`config.mk`:
```
export PLATFORM = sky130hd
export DESIGN_NAME = mmio_gpio_responder_flat
export DESIGN_NICKNAME = d
export VERILOG_FILES = /design/src/rtl/mmio_gpio_responder_if.sv /design/src/rtl/mmio_gpio_responder.sv /design/src/flat_wrapper.sv
export SDC_FILE = /design/constraint.sdc
export NUM_CORES = 1
export LEC_CHECK = 0
export ABC_AREA = 1
export CAP_MARGIN = 20
export CORE_ASPECT_RATIO = 1.25
export CORE_MARGIN = 5
export CORE_UTILIZATION = 40
export CTS_CLUSTER_DIAMETER = 30
export CTS_CLUSTER_SIZE = 30
export DETAILED_ROUTE_END_ITERATION = 16
export PLACE_DENSITY_LB_ADDON = 0.08
export SETUP_SLACK_MARGIN = 0.2
export SYNTH_ARGS = -nofsm -noshare
export SYNTH_HDL_FRONTEND = slang
export SYNTH_SLANG_ARGS = --single-unit
```
`constraint.sdc`:
```
create_clock -name clk -period 3.4 [get_ports clk]
set_clock_uncertainty 0.15 [all_clocks]
set_input_delay 0.68 -clock clk [delete_from_list [all_inputs] [get_ports clk]]
set_output_delay 0.68 -clock clk [all_outputs]
set_load 0.02 [all_outputs]
```
`src/rtl/mmio_gpio_responder_if.sv`:
```
// Request/response bus between the CPU data port and a memory-mapped target.
// Ports (modport slave = target side):
//   req_valid/req_ready      request handshake
//   req_we/req_addr          store flag and byte address
//   req_wdata/req_wstrb      store data and byte enables
//   rsp_valid/rsp_ready      response handshake
//   rsp_rdata/rsp_err        load data and error flag
interface mmio_gpio_responder_if #(
  parameter int unsigned DATA_W = 32,
  parameter int unsigned ADDR_W = 12
) ();
  localparam int unsigned STRB_W = DATA_W / 8;

  logic              req_valid;
  logic              req_ready;
  logic              req_we;
  logic [ADDR_W-1:0] req_addr;
  logic [DATA_W-1:0] req_wdata;
  logic [STRB_W-1:0] req_wstrb;
  logic              rsp_valid;
  logic              rsp_ready;
  logic [DATA_W-1:0] rsp_rdata;
  logic              rsp_err;

  modport master (
    output req_valid, req_we, req_addr, req_wdata, req_wstrb, rsp_ready,
    input  req_ready, rsp_valid, rsp_rdata, rsp_err
  );

  modport slave (
    input  req_valid, req_we, req_addr, req_wdata, req_wstrb, rsp_ready,
    output req_ready, rsp_valid, rsp_rdata, rsp_err
  );
endinterface

```
`src/rtl/mmio_gpio_responder.sv`:
```
// Memory-mapped GPIO target on the CPU data bus: drives led[3:0], exposes
// synchronised sw[3:0], debounced btn[3:0] and sticky btn rising-edge flags.
// Ports:
//   clk, n_rst   clock, asynchronous active-low reset
//   bus          mmio_gpio_responder_if.slave request/response bus
//   btn, sw      raw asynchronous button / switch inputs
//   led          registered LED drive
module mmio_gpio_responder #(
  parameter int unsigned DATA_W   = 32,
  parameter int unsigned ADDR_W   = 12,
  parameter int unsigned DEBOUNCE = 15
) (
  input  logic                   clk,
  input  logic                   n_rst,
  mmio_gpio_responder_if.slave   bus,
  input  logic [3:0]             btn,
  input  logic [3:0]             sw,
  output logic [3:0]             led
);

  localparam int unsigned STRB_W = DATA_W / 8;
  localparam int unsigned CNT_W  = (DEBOUNCE > 1) ? $clog2(DEBOUNCE) : 1;
  localparam logic [CNT_W-1:0]  CNT_MAX  = CNT_W'(DEBOUNCE - 1);
  localparam logic [ADDR_W-1:0] ADDR_LED  = ADDR_W'(32'h000);
  localparam logic [ADDR_W-1:0] ADDR_SW   = ADDR_W'(32'h004);
  localparam logic [ADDR_W-1:0] ADDR_BTN  = ADDR_W'(32'h008);
  localparam logic [ADDR_W-1:0] ADDR_EDGE = ADDR_W'(32'h00C);
  localparam logic [ADDR_W-1:0] ADDR_ID   = ADDR_W'(32'h010);
  localparam logic [DATA_W-1:0] ID_VALUE  = DATA_W'(32'h4750_494F);

  typedef enum logic {IDLE = 1'b0, RESP = 1'b1} state_e;

  state_e            state_q;
  logic              req_ready_q;
  logic              rsp_valid_q;
  logic [DATA_W-1:0] rsp_rdata_q;
  logic              rsp_err_q;
  logic [3:0]        led_q;

  logic [3:0]            sw_meta_q, sw_sync_q;
  logic [3:0]            btn_meta_q, btn_sync_q;
  logic [3:0]            btn_deb_q, btn_deb_d;
  logic [3:0][CNT_W-1:0] cnt_q, cnt_d;
  logic [3:0]            edge_q, edge_d;

  logic              accept_c;
  logic              sel_led_c, sel_sw_c, sel_btn_c, sel_edge_c, sel_id_c, hit_c;
  logic              wr_led_c;
  logic [3:0]        edge_clr_c;
  logic [DATA_W-1:0] rd_val_c;

  assign bus.req_ready = req_ready_q;
  assign bus.rsp_valid = rsp_valid_q;
  assign bus.rsp_rdata = rsp_rdata_q;
  assign bus.rsp_err   = rsp_err_q;
  assign led           = led_q;

  // Register constants are word aligned, so a full-address match also rejects misaligned accesses.
  always_comb begin
    accept_c   = (state_q == IDLE) && bus.req_valid;
    sel_led_c  = (bus.req_addr == ADDR_LED);
    sel_sw_c   = (bus.req_addr == ADDR_SW);
    sel_btn_c  = (bus.req_addr == ADDR_BTN);
    sel_edge_c = (bus.req_addr == ADDR_EDGE);
    sel_id_c   = (bus.req_addr == ADDR_ID);
    hit_c      = sel_led_c | sel_sw_c | sel_btn_c | sel_edge_c | sel_id_c;
    wr_led_c   = accept_c && bus.req_we && sel_led_c && bus.req_wstrb[0];
    edge_clr_c = (accept_c && bus.req_we && sel_edge_c && bus.req_wstrb[0])
                 ? bus.req_wdata[3:0] : 4'b0000;
  end

  // Read mux over current register values.
  always_comb begin
    rd_val_c = '0;
    if (sel_led_c)       rd_val_c[3:0] = led_q;
    else if (sel_sw_c)   rd_val_c[3:0] = sw_sync_q;
    else if (sel_btn_c)  rd_val_c[3:0] = btn_deb_q;
    else if (sel_edge_c) rd_val_c[3:0] = edge_q;
    else if (sel_id_c)   rd_val_c      = ID_VALUE;
  end

  // Per-bit debounce: count consecutive disagreeing cycles, flip on the DEBOUNCE-th one.
  always_comb begin
    btn_deb_d = btn_deb_q;
    cnt_d     = cnt_q;
    for (int i = 0; i < 4; i++) begin
      if (btn_sync_q[i] == btn_deb_q[i]) begin
        cnt_d[i] = '0;
      end else if (cnt_q[i] == CNT_MAX) begin
        btn_deb_d[i] = ~btn_deb_q[i];
        cnt_d[i]     = '0;
      end else begin
        cnt_d[i] = cnt_q[i] + CNT_W'(1);
      end
    end
  end

  // Sticky rising-edge flags; a new edge overrides a simultaneous clear.
  always_comb begin
    edge_d = (edge_q & ~edge_clr_c) | (btn_deb_d & ~btn_deb_q);
  end

  // Input synchronisers, debounce and edge state.
  always_ff @(posedge clk or negedge n_rst) begin
    if (!n_rst) begin
      sw_meta_q  <= '0;
      sw_sync_q  <= '0;
      btn_meta_q <= '0;
      btn_sync_q <= '0;
      btn_deb_q  <= '0;
      cnt_q      <= '0;
      edge_q     <= '0;
    end else begin
      sw_meta_q  <= sw;
      sw_sync_q  <= sw_meta_q;
      btn_meta_q <= btn;
      btn_sync_q <= btn_meta_q;
      btn_deb_q  <= btn_deb_d;
      cnt_q      <= cnt_d;
      edge_q     <= edge_d;
    end
  end

  // Bus FSM: accept in IDLE, hold the registered response in RESP until taken.
  always_ff @(posedge clk or negedge n_rst) begin
    if (!n_rst) begin
      state_q     <= IDLE;
      req_ready_q <= 1'b1;
      rsp_valid_q <= 1'b0;
      rsp_rdata_q <= '0;
      rsp_err_q   <= 1'b0;
      led_q       <= '0;
    end else begin
      case (state_q)
        IDLE: begin
          if (bus.req_valid) begin
            state_q     <= RESP;
            req_ready_q <= 1'b0;
            rsp_valid_q <= 1'b1;
            rsp_err_q   <= ~hit_c;
            rsp_rdata_q <= (!bus.req_we && hit_c) ? rd_val_c : '0;
            if (wr_led_c) led_q <= bus.req_wdata[3:0];
          end
        end
        RESP: begin
          if (bus.rsp_ready) begin
            state_q     <= IDLE;
            req_ready_q <= 1'b1;
            rsp_valid_q <= 1'b0;
            rsp_rdata_q <= '0;
            rsp_err_q   <= 1'b0;
          end
        end
        default: begin
          state_q     <= IDLE;
          req_ready_q <= 1'b1;
          rsp_valid_q <= 1'b0;
        end
      endcase
    end
  end

  // Store data and strobe bits that no register consumes.
  logic unused_bits;
  assign unused_bits = ^{bus.req_wdata[DATA_W-1:4], bus.req_wstrb[STRB_W-1:1]};

endmodule
```
`src/flat_wrapper.sv`:
```
// flat-port wrapper written by rule: the top's interface ports become plain ports
module mmio_gpio_responder_flat 
#(
  parameter int unsigned DATA_W   = 32,
  parameter int unsigned ADDR_W   = 12,
  parameter int unsigned DEBOUNCE = 15
)
  (clk, n_rst, btn, sw, led, bus_req_valid, bus_req_we, bus_req_addr, bus_req_wdata, bus_req_wstrb, bus_rsp_ready, bus_req_ready, bus_rsp_valid, bus_rsp_rdata, bus_rsp_err);
  mmio_gpio_responder_if #(.DATA_W(DATA_W), .ADDR_W(ADDR_W)) bus_i ();
  input  logic clk;
  input  logic n_rst;
  input  logic [3:0] btn;
  input  logic [3:0] sw;
  output logic [3:0] led;
  input wire logic [$bits(bus_i.req_valid)-1:0] bus_req_valid;
  input wire logic [$bits(bus_i.req_we)-1:0] bus_req_we;
  input wire logic [$bits(bus_i.req_addr)-1:0] bus_req_addr;
  input wire logic [$bits(bus_i.req_wdata)-1:0] bus_req_wdata;
  input wire logic [$bits(bus_i.req_wstrb)-1:0] bus_req_wstrb;
  input wire logic [$bits(bus_i.rsp_ready)-1:0] bus_rsp_ready;
  output wire logic [$bits(bus_i.req_ready)-1:0] bus_req_ready;
  output wire logic [$bits(bus_i.rsp_valid)-1:0] bus_rsp_valid;
  output wire logic [$bits(bus_i.rsp_rdata)-1:0] bus_rsp_rdata;
  output wire logic [$bits(bus_i.rsp_err)-1:0] bus_rsp_err;
  assign bus_i.req_valid = bus_req_valid;
  assign bus_i.req_we = bus_req_we;
  assign bus_i.req_addr = bus_req_addr;
  assign bus_i.req_wdata = bus_req_wdata;
  assign bus_i.req_wstrb = bus_req_wstrb;
  assign bus_i.rsp_ready = bus_rsp_ready;
  assign bus_req_ready = bus_i.req_ready;
  assign bus_rsp_valid = bus_i.rsp_valid;
  assign bus_rsp_rdata = bus_i.rsp_rdata;
  assign bus_rsp_err = bus_i.rsp_err;
  mmio_gpio_responder #(.DATA_W(DATA_W), .ADDR_W(ADDR_W), .DEBOUNCE(DEBOUNCE)) u_core (.clk(clk), .n_rst(n_rst), .bus(bus_i), .btn(btn), .sw(sw), .led(led));
endmodule
```
==> out/qor.yml <==
cells_and_area:
  drive_gt1_share_pct: 9.18
  diodes: 0
  area_delta_synth_final_pct: 22.6
  ff_latch_area_sq_um: 1330
  multiInputGateArea_sq_um: 943
  layout.nets: 373
  n_fill_cell: 578
  final_area_sq_um: 3080
global_route:
  grt_first_pass_wirelength_um: 7130
  global_route.usage.total_pct: 11.4
  grt-ovfl-total: 0
  antenna_found_initial: 0
  grt_max_degree: 29
  vias_in_the_first_global_route: 1627
timing:
  fmax_mhz: 433
  grt_setup_unrepaired: "false"
  slew_violations: 0
  min_period_ps: 2310
  worstMarginPinSlew_ps: 617
  fin_hold_ws_ps: 204
  final_period_utilization_pct: 68.0
  final_hold_violations: 0
  slew_headroom_pct: 58.9
  setup_viol: 0
  setup-tns-final_ps: 0
detailed_routing:
  total_drc_errors_in_the_routed_layout: 0
  wirelength_um: 4420
  drt_pass1_iterations: 4
  first_iter_violations: 53
  via_per_inst: 4.39
  drt-wirelength-per-cell_um: 11.3
  routed-via-count: 1711
  final_antenna_net_count: 0
worst_setup_path:
  setup.worst_path.class: "register to output pin"
  reg2reg_from: "u_core.state_q$_DFF_PN0_"
  critical_path.slowest_cell: "sky130_fd_sc_hd__clkdlybuf4s50_1"
  worst-path-max-fanout: 11
  cp_slowest_stage_delay_ps: 670
  r2r_cells: 5
  critical_path_arrival_ps: 1480
  setup.reg_to_reg.worst_slack_ps: 1950
  critical_path.n_buffers_inverters: 1
  timing.critical_path.max_delay_family: "buffers and inverters"
  worstPathRequired_ps: 2570
  endpoint_of_the_most_critical_register_to_register_path: "u_core.edge_q[0]$_DFF_PN0_"
  end_kind: "output pin"
  cp_cell_sequence: "clkdlybuf4s50_1"
  critical_path.startpoint_type: "register"
place:
  gp_congestion: 0.752
  post-dp-hpwl_um: 3480
  dpl_cell_area_sq_um: 2970
  place.port_buffers: 50
logic_synthesis:
  arithmetic_cell_share_of_the_synthesized_area_counting_full_adders_half_adders_and_majority_gates_pct: 3.99
  synthDominantCellAreaShare_pct: 51.8
  synth_cells: 257
  simple_gate_share_of_the_synthesized_area_pct: 22.7
  synth_top_area_cell: "sky130_fd_sc_hd__dfrtp_1"
  area_of_the_mapped_netlist_sq_um: 2510
  compound_cell_area_share_of_the_yosys_netlist_pct: 4.33
  yosysWarnings: 0
  synth.yosys.seq_area_share_pct: 52.9
  dominant_combinational_cell_family_by_area_after_synthesis: "simple AND/OR/NAND/NOR gates"
  ys_seq_elements: 53
  xor_xnor_portion_of_the_synthesized_cell_area_pct: 3.84
  muxShareOfSynthArea_pct: 0
  main_area_contributors_after_synthesis: "sky130_fd_sc_hd__dfrtp_1 52%, sky130_fd_sc_hd__buf_4 8.1%, sky130_fd_sc_hd__nand2_1 5.7%"
  postSynthAreaPerCell_sq_um: 9.77
  post_synth_num_cell_types: 27
clocking:
  root_buffer: "sky130_fd_sc_hd__clkbuf_8"
  h-tree-depth: 2
  clkLatencyLatePin_ps: 300
  post_cts_resized: 0
  clock_sinks: 53
  max-clock-path-buffers: 2
  clk_transition_reported_paths_ps: 100
  tritoncts: "done"
  number_of_buffers_added_by_the_clock_tree_synthesis_step: 5
  hold_buffers: 0
  setup_fix_buffers_added_after_clock_tree_synthesis: 0
power_and_ir_drop:
  vdd_drop_max_v: 0.000273
  p_leak_nw: 1.52
  power_dens_cells_nw_per_um2: 410
floorplan:
  height_of_the_chip_um: 98.6
  number_of_i_o_pins: 100
  initial_core_util_pct: 41.0
  chipWidth_um: 80.9
  core.rowCount: 32
  core-area_sq_um: 6130
  fp.dieArea_sq_um: 7970
hold_path:
  min_delay_path_depth: 0
  path_category_of_the_worst_min_delay_check: "register to register"
  worst_hold_startpoint: "u_core.sw_meta_q[1]$_DFF_PN0_"
  hold-path-endpoint: "u_core.sw_sync_q[1]$_DFF_PN0_"
job:
  max-cap-violations: 0
status:
  run_status: "finished clean"
-- cell usage in the layout (no fill, tap or decap), types with 5 or more instances in the layout --
cell type / instances
sky130_fd_sc_hd__nand4_1: 8
sky130_fd_sc_hd__nand3_1: 21
sky130_fd_sc_hd__clkbuf_8: 5
sky130_fd_sc_hd__dfrtp_1: 52
sky130_fd_sc_hd__a21oi_1: 5
sky130_fd_sc_hd__nand2_1: 38
sky130_fd_sc_hd__xor2_1: 7
sky130_fd_sc_hd__inv_1: 18
sky130_fd_sc_hd__nand2_2: 5
sky130_fd_sc_hd__clkdlybuf4s50_1: 49
sky130_fd_sc_hd__nor2_1: 34
sky130_fd_sc_hd__ha_1: 8
sky130_fd_sc_hd__conb_1: 18
-- area by class of cell --
type                            count  area share [%]
Timing Repair Buffer               51            16.3
Clock inverter                      2            1.26
Sequential cell                    53            43.1
Inverter                           23            2.80
Clock buffer                        6            2.36
Tap cell                           85            3.46
Multi-Input combinational cell    170            30.7
-- report_power, final --
group | switching [W] | total, W | internal, W
sequential | 0.0000216 | 0.000687 | 0.000666
clock | 0.000200 | 0.000422 | 0.000221
combinational | 0.0000854 | 0.000152 | 0.0000665
total | 0.000307 | 0.00126 | 0.000953
-- logic make-up after synthesis --
family | after synthesis
simple gates | 116
flops | 53
buf+inv | 51
compound gates | 17
xor+xnor | 11
fa+ha+maj | 8
other cells | 1
-- how the worst max path moves through the flow --
stage	to	slack, ps	depth (start not counted)	start
6_report	bus_rsp_rdata[14]	1090	1	u_core.bus.rsp_rdata[26]$_DFFE_PN0P_
5_1_grt	bus_rsp_rdata[11]	980	1	u_core.bus.rsp_rdata[26]$_DFFE_PN0P_
4_1_cts	bus_rsp_rdata[14]	1050	1	u_core.bus.rsp_rdata[26]$_DFFE_PN0P_
3_5_place_dp	u_core.led[1]$_DFFE_PN0P_	1040	9	bus_req_addr[5]
3_3_place_gp	u_core.led[1]$_DFFE_PN0P_	1090	9	bus_req_addr[9]
2_1_floorplan	u_core.edge_q[0]$_DFF_PN0_	1690	6	bus_req_addr[11]
-- cell usage after synthesis --
cell type                  number
sky130_fd_sc_hd__nand3_4        2
sky130_fd_sc_hd__nand2_1       38
sky130_fd_sc_hd__o211ai_1       4
sky130_fd_sc_hd__nand2_4        2
sky130_fd_sc_hd__ha_1           8
sky130_fd_sc_hd__nand4_1        8
sky130_fd_sc_hd__nor2_8         1
sky130_fd_sc_hd__nand3_1       21
sky130_fd_sc_hd__a22o_1         3
sky130_fd_sc_hd__a21oi_1        5
sky130_fd_sc_hd__conb_1         1
sky130_fd_sc_hd__dfrtp_1       52
sky130_fd_sc_hd__xnor2_1        4
sky130_fd_sc_hd__o21ai_1        1
sky130_fd_sc_hd__o21ai_0        3
sky130_fd_sc_hd__buf_8          1
sky130_fd_sc_hd__nand2_2        5
sky130_fd_sc_hd__inv_2          3
sky130_fd_sc_hd__inv_1         18
sky130_fd_sc_hd__nor2_1        34
sky130_fd_sc_hd__nor2_4         1
sky130_fd_sc_hd__dfstp_2        1
sky130_fd_sc_hd__nor2_2         4
sky130_fd_sc_hd__xor2_1         7
sky130_fd_sc_hd__clkinv_1       2
sky130_fd_sc_hd__buf_4         27
sky130_fd_sc_hd__o21a_1         1
-- metal layers --
| layer | share of wire [%] | up-vias | wire length, um | GRT usage (%) |
|---|---|---|---|---|
| met1 | 42 | 777 | 1840 | 13.5 |
| met2 | 48 | 56 | 2100 | 19.2 |
| met5 | 0 | - | 0 | 0 |
| met4 | 1.7 | 0 | 76 | 4.29 |
| li1 | - | 872 | - | - |
| met3 | 9.1 | 6 | 401 | 3.56 |
-- metrics by stage --
stage | util (%) | instances | power, W | worst slack [ps]
6_report | 50.2 | 390 | 0.00126 | 1090
5_1_grt | 50.2 | 390 | 0.00132 | 982
4_1_cts | 50.2 | 390 | 0.00128 | 1050
3_5_place_dp | 48.4 | 382 | 0.000855 | 1040
3_3_place_gp | 48.4 | 382 | 0.000852 | 1090
2_1_floorplan | - | 274 | 0.000792 | 1690
-- registers in the layout, summed over array words and instances, names as in the netlist --
register,cells
u_core.led,4
u_core.state_q,1
u_core.bus.rsp_valid,1
u_core.bus.rsp_err,1
u_core.btn_sync_q,4
u_core.sw_sync_q,4
u_core.btn_deb_q,4
u_core.cnt_q,16
u_core.btn_meta_q,4
u_core.bus.req_ready,1
u_core.bus.rsp_rdata,5
u_core.sw_meta_q,4
u_core.edge_q,4
No activity file was read; power rests on OpenSTA's default activity.
